## src/rtl/sphere3_seq_driver.sv

```systemverilog
// sphere3_seq_driver: walks k over [k_base, k_base+num_points), drives the
// Sphere3 generator handshake one request at a time, and buffers results in a
// 2-entry FIFO presented as a valid/ready stream tagged with k.
module sphere3_seq_driver #(
    parameter int DEPTH = 2
) (
    input  logic        clk,
    input  logic        rst,
    input  logic        run,
    input  logic        abort,
    input  logic [31:0] k_base,
    input  logic [31:0] num_points,
    input  logic [1:0]  base_sel0,
    input  logic [1:0]  base_sel1,
    input  logic [1:0]  base_sel2,
    input  logic        gen_ready,
    input  logic        gen_done,
    input  logic [31:0] gen_x,
    input  logic [31:0] gen_y,
    input  logic [31:0] gen_z,
    input  logic [31:0] gen_w,
    output logic        gen_start,
    output logic [31:0] gen_k,
    output logic [1:0]  gen_base_sel0,
    output logic [1:0]  gen_base_sel1,
    output logic [1:0]  gen_base_sel2,
    output logic        out_valid,
    input  logic        out_ready,
    output logic [31:0] out_x,
    output logic [31:0] out_y,
    output logic [31:0] out_z,
    output logic [31:0] out_w,
    output logic [31:0] out_k,
    output logic        out_last,
    output logic        busy,
    output logic        seq_done,
    output logic [31:0] issued
);

    typedef enum logic [1:0] {IDLE, ISSUE, WAIT, DRAIN} state_t;

    typedef struct packed {
        logic [31:0] x;
        logic [31:0] y;
        logic [31:0] z;
        logic [31:0] w;
        logic [31:0] k;
        logic        last;
    } entry_t;

    // Pointers are single bits, so the buffer is exactly two entries deep.
    localparam logic [1:0] FULL = 2'(DEPTH);

    state_t      state, state_nx;
    logic [31:0] k_base_q, num_q;
    entry_t      buf_q [DEPTH];
    logic        wr_ptr, rd_ptr;
    logic [1:0]  count;
    logic [1:0]  occ;
    logic        in_flight, can_issue, pop;
    logic        do_run, start_zero, start_seq, do_issue, do_push, finish;
    entry_t      head;

    // A request counts against buffer space from gen_start until its result lands.
    assign in_flight = (state == WAIT);
    assign occ       = count + {1'b0, in_flight};
    assign can_issue = gen_ready && (occ < FULL);
    assign out_valid = (count != 2'd0);
    assign pop       = out_valid && out_ready;
    assign do_run    = start_zero || start_seq;

    assign head      = buf_q[rd_ptr];
    assign out_x     = head.x;
    assign out_y     = head.y;
    assign out_z     = head.z;
    assign out_w     = head.w;
    assign out_k     = head.k;
    assign out_last  = head.last;

    // State register.
    always_ff @(posedge clk or posedge rst) begin
        if (rst) state <= IDLE;
        else     state <= state_nx;
    end

    // Next-state and control strobes; abort overrides everything.
    always_comb begin
        state_nx   = state;
        start_zero = 1'b0;
        start_seq  = 1'b0;
        do_issue   = 1'b0;
        do_push    = 1'b0;
        finish     = 1'b0;
        if (abort) begin
            state_nx = IDLE;
        end else begin
            case (state)
                IDLE: begin
                    if (run) begin
                        if (num_points == 32'd0) begin
                            start_zero = 1'b1;
                        end else begin
                            start_seq = 1'b1;
                            state_nx  = ISSUE;
                        end
                    end
                end
                ISSUE: begin
                    if (can_issue) begin
                        do_issue = 1'b1;
                        state_nx = WAIT;
                    end
                end
                WAIT: begin
                    if (gen_done) begin
                        do_push  = 1'b1;
                        state_nx = (issued < num_q) ? ISSUE : DRAIN;
                    end
                end
                DRAIN: begin
                    if (count == 2'd0 || (count == 2'd1 && pop)) begin
                        finish   = 1'b1;
                        state_nx = IDLE;
                    end
                end
                default: state_nx = IDLE;
            endcase
        end
    end

    // Configuration, issue counter and handshake outputs.
    always_ff @(posedge clk or posedge rst) begin
        if (rst) begin
            k_base_q      <= '0;
            num_q         <= '0;
            gen_base_sel0 <= '0;
            gen_base_sel1 <= '0;
            gen_base_sel2 <= '0;
            gen_k         <= '0;
            gen_start     <= 1'b0;
            issued        <= '0;
            busy          <= 1'b0;
            seq_done      <= 1'b0;
        end else if (abort) begin
            gen_start <= 1'b0;
            issued    <= '0;
            busy      <= 1'b0;
            seq_done  <= 1'b0;
        end else begin
            gen_start <= do_issue;
            seq_done  <= start_zero || finish;
            if (do_run) begin
                k_base_q      <= k_base;
                num_q         <= num_points;
                gen_base_sel0 <= base_sel0;
                gen_base_sel1 <= base_sel1;
                gen_base_sel2 <= base_sel2;
                issued        <= '0;
                busy          <= start_seq;
            end
            if (do_issue) begin
                gen_k  <= k_base_q + issued;
                issued <= issued + 32'd1;
            end
            if (finish) busy <= 1'b0;
        end
    end

    // Result FIFO: push on captured gen_done, pop on stream handshake, flush on abort.
    always_ff @(posedge clk or posedge rst) begin
        if (rst) begin
            for (int i = 0; i < DEPTH; i++) buf_q[i] <= '0;
            wr_ptr <= 1'b0;
            rd_ptr <= 1'b0;
            count  <= '0;
        end else if (abort) begin
            wr_ptr <= 1'b0;
            rd_ptr <= 1'b0;
            count  <= '0;
        end else begin
            if (do_push) begin
                buf_q[wr_ptr] <= '{x: gen_x, y: gen_y, z: gen_z, w: gen_w,
                                   k: gen_k, last: (issued == num_q)};
                wr_ptr        <= ~wr_ptr;
            end
            if (pop) rd_ptr <= ~rd_ptr;
            count <= count + {1'b0, do_push} - {1'b0, pop};
        end
    end

endmodule

```

## config.mk

```make
export PLATFORM = sky130hd
export DESIGN_NAME = sphere3_seq_driver
export DESIGN_NICKNAME = d
export VERILOG_FILES = /design/src/rtl/sphere3_seq_driver.sv
export SDC_FILE = /design/constraint.sdc
export NUM_CORES = 1
export LEC_CHECK = 0
export CAP_MARGIN = 20
export CORE_MARGIN = 2
export CORE_UTILIZATION = 52
export DETAILED_ROUTE_END_ITERATION = 12
export PLACE_DENSITY_LB_ADDON = 0.1
export SETUP_SLACK_MARGIN = 0.1
export SLEW_MARGIN = 20
export SYNTH_ARGS = -nofsm -noshare
export SYNTH_HDL_FRONTEND = slang
export SYNTH_SLANG_ARGS = --single-unit
```

## constraint.sdc

```tcl
create_clock -name clk -period 21.8 [get_ports clk]
set_clock_uncertainty 0.15 [all_clocks]
set_input_delay 5.45 -clock clk [delete_from_list [all_inputs] [get_ports clk]]
set_output_delay 5.45 -clock clk [all_outputs]
set_load 0.02 [all_outputs]
```

* Word level (Yosys, flattened, before mapping) *
Cells that the tools add are included.

storage, ports and cells
  bits in writable memories = 0
  bits in latches = 0
  input bits = 205
  logic and storage cells = 114
  ROM bits = 0
  bits in registers = 465
  memories kept = 0
  output and inout bits = 235

cells by class
  multipliers = 0
  bitwise operators = 5
  add/sub/neg operators = 5
  reductions and logical operators = 19
  shifts and indexed selects = 0
  multiplexer cells = 44
  div/mod/pow operators = 0
  $lt $le $gt $ge = 5
  equality and inequality tests = 10

operators with widths
  cell                   count
  $mux 161               4
  $bwmux 322             1
  $demux 161 s1          1
  $mux 32                3
  $add 32x1->32 const B  1
  $add 32x32->32         1
  $eq 32x32->1           1
  $logic_not 32->1       1
  $lt 32x32->1           1
  $mux 1                 26
  $mux 2                 8
  $ne 3x3->1 const B     5
  $pmux 2 s4             1
  $reduce_and 2->1       3
  $reduce_bool 2->1      3
  $reduce_bool 3->1      2
  $reduce_and 5->1       1
  $add 2x1->2            2
  $eq 2x1->1 const B     2
  $eq 2x2->1 const B     2
  $ge 2x2->1 const B     2
  $logic_and 1x1->1      4
  $logic_not 2->1        2
  $not 1->2              2
  other kinds (5)        9

* Longest topological paths before layout *
  depth after elaboration = 9
  depth in mapped cells = 9
  mapped depth without buffers = 9

* Worst setup path before layout *
Ideal clock, no wire load.

  path type = register to output
  start point = register rd_ptr
  end point = output port out_x[0]
  stages on the path, launching flop included = 5
  path buffers = 3
  data required time = 16200 ps
  setup slack = 14562 ps
  arrival = 1638 ps
  cell sequence = dfrtp_1 -> clkbuf_1 -> clkbuf_1 -> clkbuf_1 -> mux2_2

between the ends
  word-level cells in the longest chain between the ends = 4

RTL lines
  item                                         RTL line  text
  from (decl)                                  57        logic wr_ptr, rd_ptr;
  from (signal assigned)                       186       if (pop) rd_ptr <= ~rd_ptr;
  $not 1->2 (not written as such)              72        assign head = buf_q[rd_ptr];
  $mux 161 (not written as such) (3 in a row)  72
  to (decl)                                    29        output logic [31:0] out_x,

No other way between the ends. The select of a mux whose other input is x is not followed.

* Worst setup path in the final report *
  start point = register rd_ptr
  end point = output port out_z[13]

between the ends
  word-level cells in the longest chain between the ends = 4

RTL lines
  item                                         RTL line  text
  $not 1->2 (not written as such)              72
  $mux 161 (not written as such) (3 in a row)  72
  to (decl)                                    31        output logic [31:0] out_z,

No other way between the ends. The select of a mux whose other input is x is not followed.

==> impl_metrics.toml <==
[floorplanning]
fp.dieH_um = 210
dieArea_um2 = 44300
num_rows = 75
io_pins = 440
core_area_um2 = 42000
start_util = 0.527
die_x_um = 210

[worst_setup_path]
worstPathCellList = "buf_4, mux2_2, clkdlybuf4s50_1"
cp_data_required_time_ps = 16200
crit_path_start = "rd_ptr"
crit_cells = 3
path_class = "reg -> out"
r2r_start = "state[1]"
critPathBufInv = 2
endpoint = "out_z[13]"
crit_family = "buffers and inverters"
crit_slowest_cell = "dfrtp_4"
ff2ff_path_depth = 6
crit_path_end_kind = "output pin"
startpoint_type = "flip-flop"
cp_max_fo = 70
r2r_slack_ps = 18120
reg2reg_to = "buf_q[9]"
arrival_ps = 3460
max_stage_delay_ps = 900

[sta]
rsz0062_at_grt = "no"
min_period_ps = 9060
max_slew.worst_pin.slew_ps = 1150
period_share = 0.415
report.final.slew_viol_count = 0
hold_violations = 0
clock.fmax_mhz = 110
hold_slack_ps = 349
tns_ps = 0
slew_headroom = 0.236
setup_viol = 0

[yosys]
ys_seq_area_frac = 0.525
synth_cells = 1748
yosysMostFrequentCell = "mux2_2"
ys.warnings.count = 0
ys_types = 70
synthTopCellsByArea = "dfrtp_1 (53%), mux2_2 (26%), ha_1 (3.7%)"
yosys-top-cells-count = "mux2_2 (521), dfrtp_1 (465), nand2_1 (115)"
synth_top_cell_by_area = "dfrtp_1"
synth_nets = 2020
ys_ff_latch = 465
synth-edff-count = 0
post-synth-top-area-fraction = 0.525
syn-cell-area_um2 = 22200
synth_ff_type = "dfrtp_1"
async_reset_ff_frac = 1.00
avgSynthCellArea_um2 = 12.7

[min_path]
min_from = "buf_q[18]"
worstHoldPathType = "reg -> reg"

[place]
portBuffers = 439
gp_congestion = 0.876
placed_cells = 2656
hpwl_um = 41800

[power]
ir_worst_vdd_v = 0.0000695
p_total_uw = 3530
leakagePower_uw = 0.0131
swShare = 0.339
power_frac_seq = 0.354
clockPowerShare = 0.236
p_switching_uw = 1200
power.density_nw_per_um2 = 124
comb_power_share = 0.410
power.internal_uw = 2340

[global_route]
grt_pass1_wl_um = 90200
grt_max_degree = 162
grt_use_total = 0.263
overflow = 0
antenna_found_initial = 6
grt_pass1_vias = 15775

[drt]
wl_um = 58700
post-route-drc-count = 0
wl_per_cell_um = 21.3
drt_first_iter_violations = 921
dr.pass1.iters = 8
vias = 15376
viasPerCell = 5.59
postRouteAntennaNets = 0

[clock_tree]
path_clk_slew_ps = 60
clk_path_buf_depth = 3
cts_tree = "yes"
cts_sinks = 465
clk-insertion-delay-late_ps = 590
cts_made_buffers = 50
postCtsSetupBuffers = 0
cts_resized = 0
cts-root-buf = "clkbuf_16"
hold_buffers = 0
htreeDepth = 2

[cells_and_area]
final_cells = 2751
layout-drive-gt1-share = 0.288
utilization = 0.680
num-fill-cells = 3225
synthToLayoutAreaGrowth_pct = 29.0
nNetsFinal = 2441

[job]
drv_cap = 0

[outcome]
outcome = "finished clean"
## worst register-to-register path: stages (launching register included)
cell and delay (ps):
dfrtp_1 490, nand3b_1 210, nor2_1 110, nand2_4 570
buf_4 820, buf_4 790, mux2_2 430
## metrics by stage
stage / instance area [um^2] / worst slack, ps
after floorplan: 22200 / 3230
final: 28600 / 12740
after global routing: 28600 / 12600
after global placement: 27000 / 12540
after detailed placement: 27000 / 12520
after CTS: 28600 / 12670
## power by group through the flow
stage	clock, uW	sequential, uW	combinational [uW]
global route	888	1280	1530
global placement	0	1250	1430
finish	833	1250	1450
CTS	854	1260	1460
detailed placement	0	1270	1450
floorplan	0	1240	827
## kinds of logic (layout without fill, tap and decap cells)
kind of cell	after synthesis	in the layout	synth area share
compound gates	227	227	0.0647
xor+xnor	25	25	0.00988
fa+ha+maj	67	67	0.0382
buf+inv	131	590	0.0267
flops	465	465	0.525
mux	532	532	0.270
other cells	0	5	0
simple gates	301	301	0.0654
## placed cells by master (no fill, tap or decap), types with 11 or more instances in the layout
master and n:
nor3_1 12, nand2_1 113, clkbuf_1 15, xor2_1 13
mux2i_1 11, clkdlybuf4s50_1 439, o211ai_1 11, clkbuf_16 51
nor2_1 46, a21oi_1 46, dfrtp_1 464, buf_4 13
mux2_2 521, nand3_1 43, a21o_1 22, ha_1 66
xnor2_1 12, inv_1 45, nor4_1 11, nand4_1 22
o21ai_0 87
## routing by layer
metal / share of wire / GRT usage / vias up
li1: - / - / 7143
met1: 0.43 / 0.348 / 7691
met2: 0.48 / 0.424 / 439
met3: 0.065 / 0.0664 / 101
met4: 0.031 / 0.0913 / 2
met5: 0.00022 / 0 / -
## worst min-delay path by stage
stage                            end  slack, ps  depth (start not counted)
after CTS                  buf_q[48]        350                          1
after global placement    buf_q[157]        330                          1
after detailed placement   buf_q[33]        340                          1
after floorplan             buf_q[0]        300                          2
final                      buf_q[18]        350                          1
after global routing       buf_q[33]        360                          1
## state kept, by name (all words and copies together), names as in the netlist, 2 cells and up
signal         count
state              2
gen_k             32
buf_q            322
gen_base_sel2      2
count              2
num_q             32
gen_base_sel1      2
gen_base_sel0      2
k_base_q          32
issued            32
## cell type report
cell class | instances | area [um^2] | share of cell area
Multi-Input combinational cell | 1152 | 9950 | 0.348
Tap cell | 539 | 674 | 0.0236
Timing Repair Buffer | 453 | 4510 | 0.158
Clock inverter | 14 | 141 | 0.00495
Sequential cell | 465 | 11600 | 0.407
Inverter | 47 | 184 | 0.00644
Antenna cell | 5 | 12.5 | 0.000438
Clock buffer | 76 | 1470 | 0.0514
Note: power is estimated with default switching activity, not from simulation.
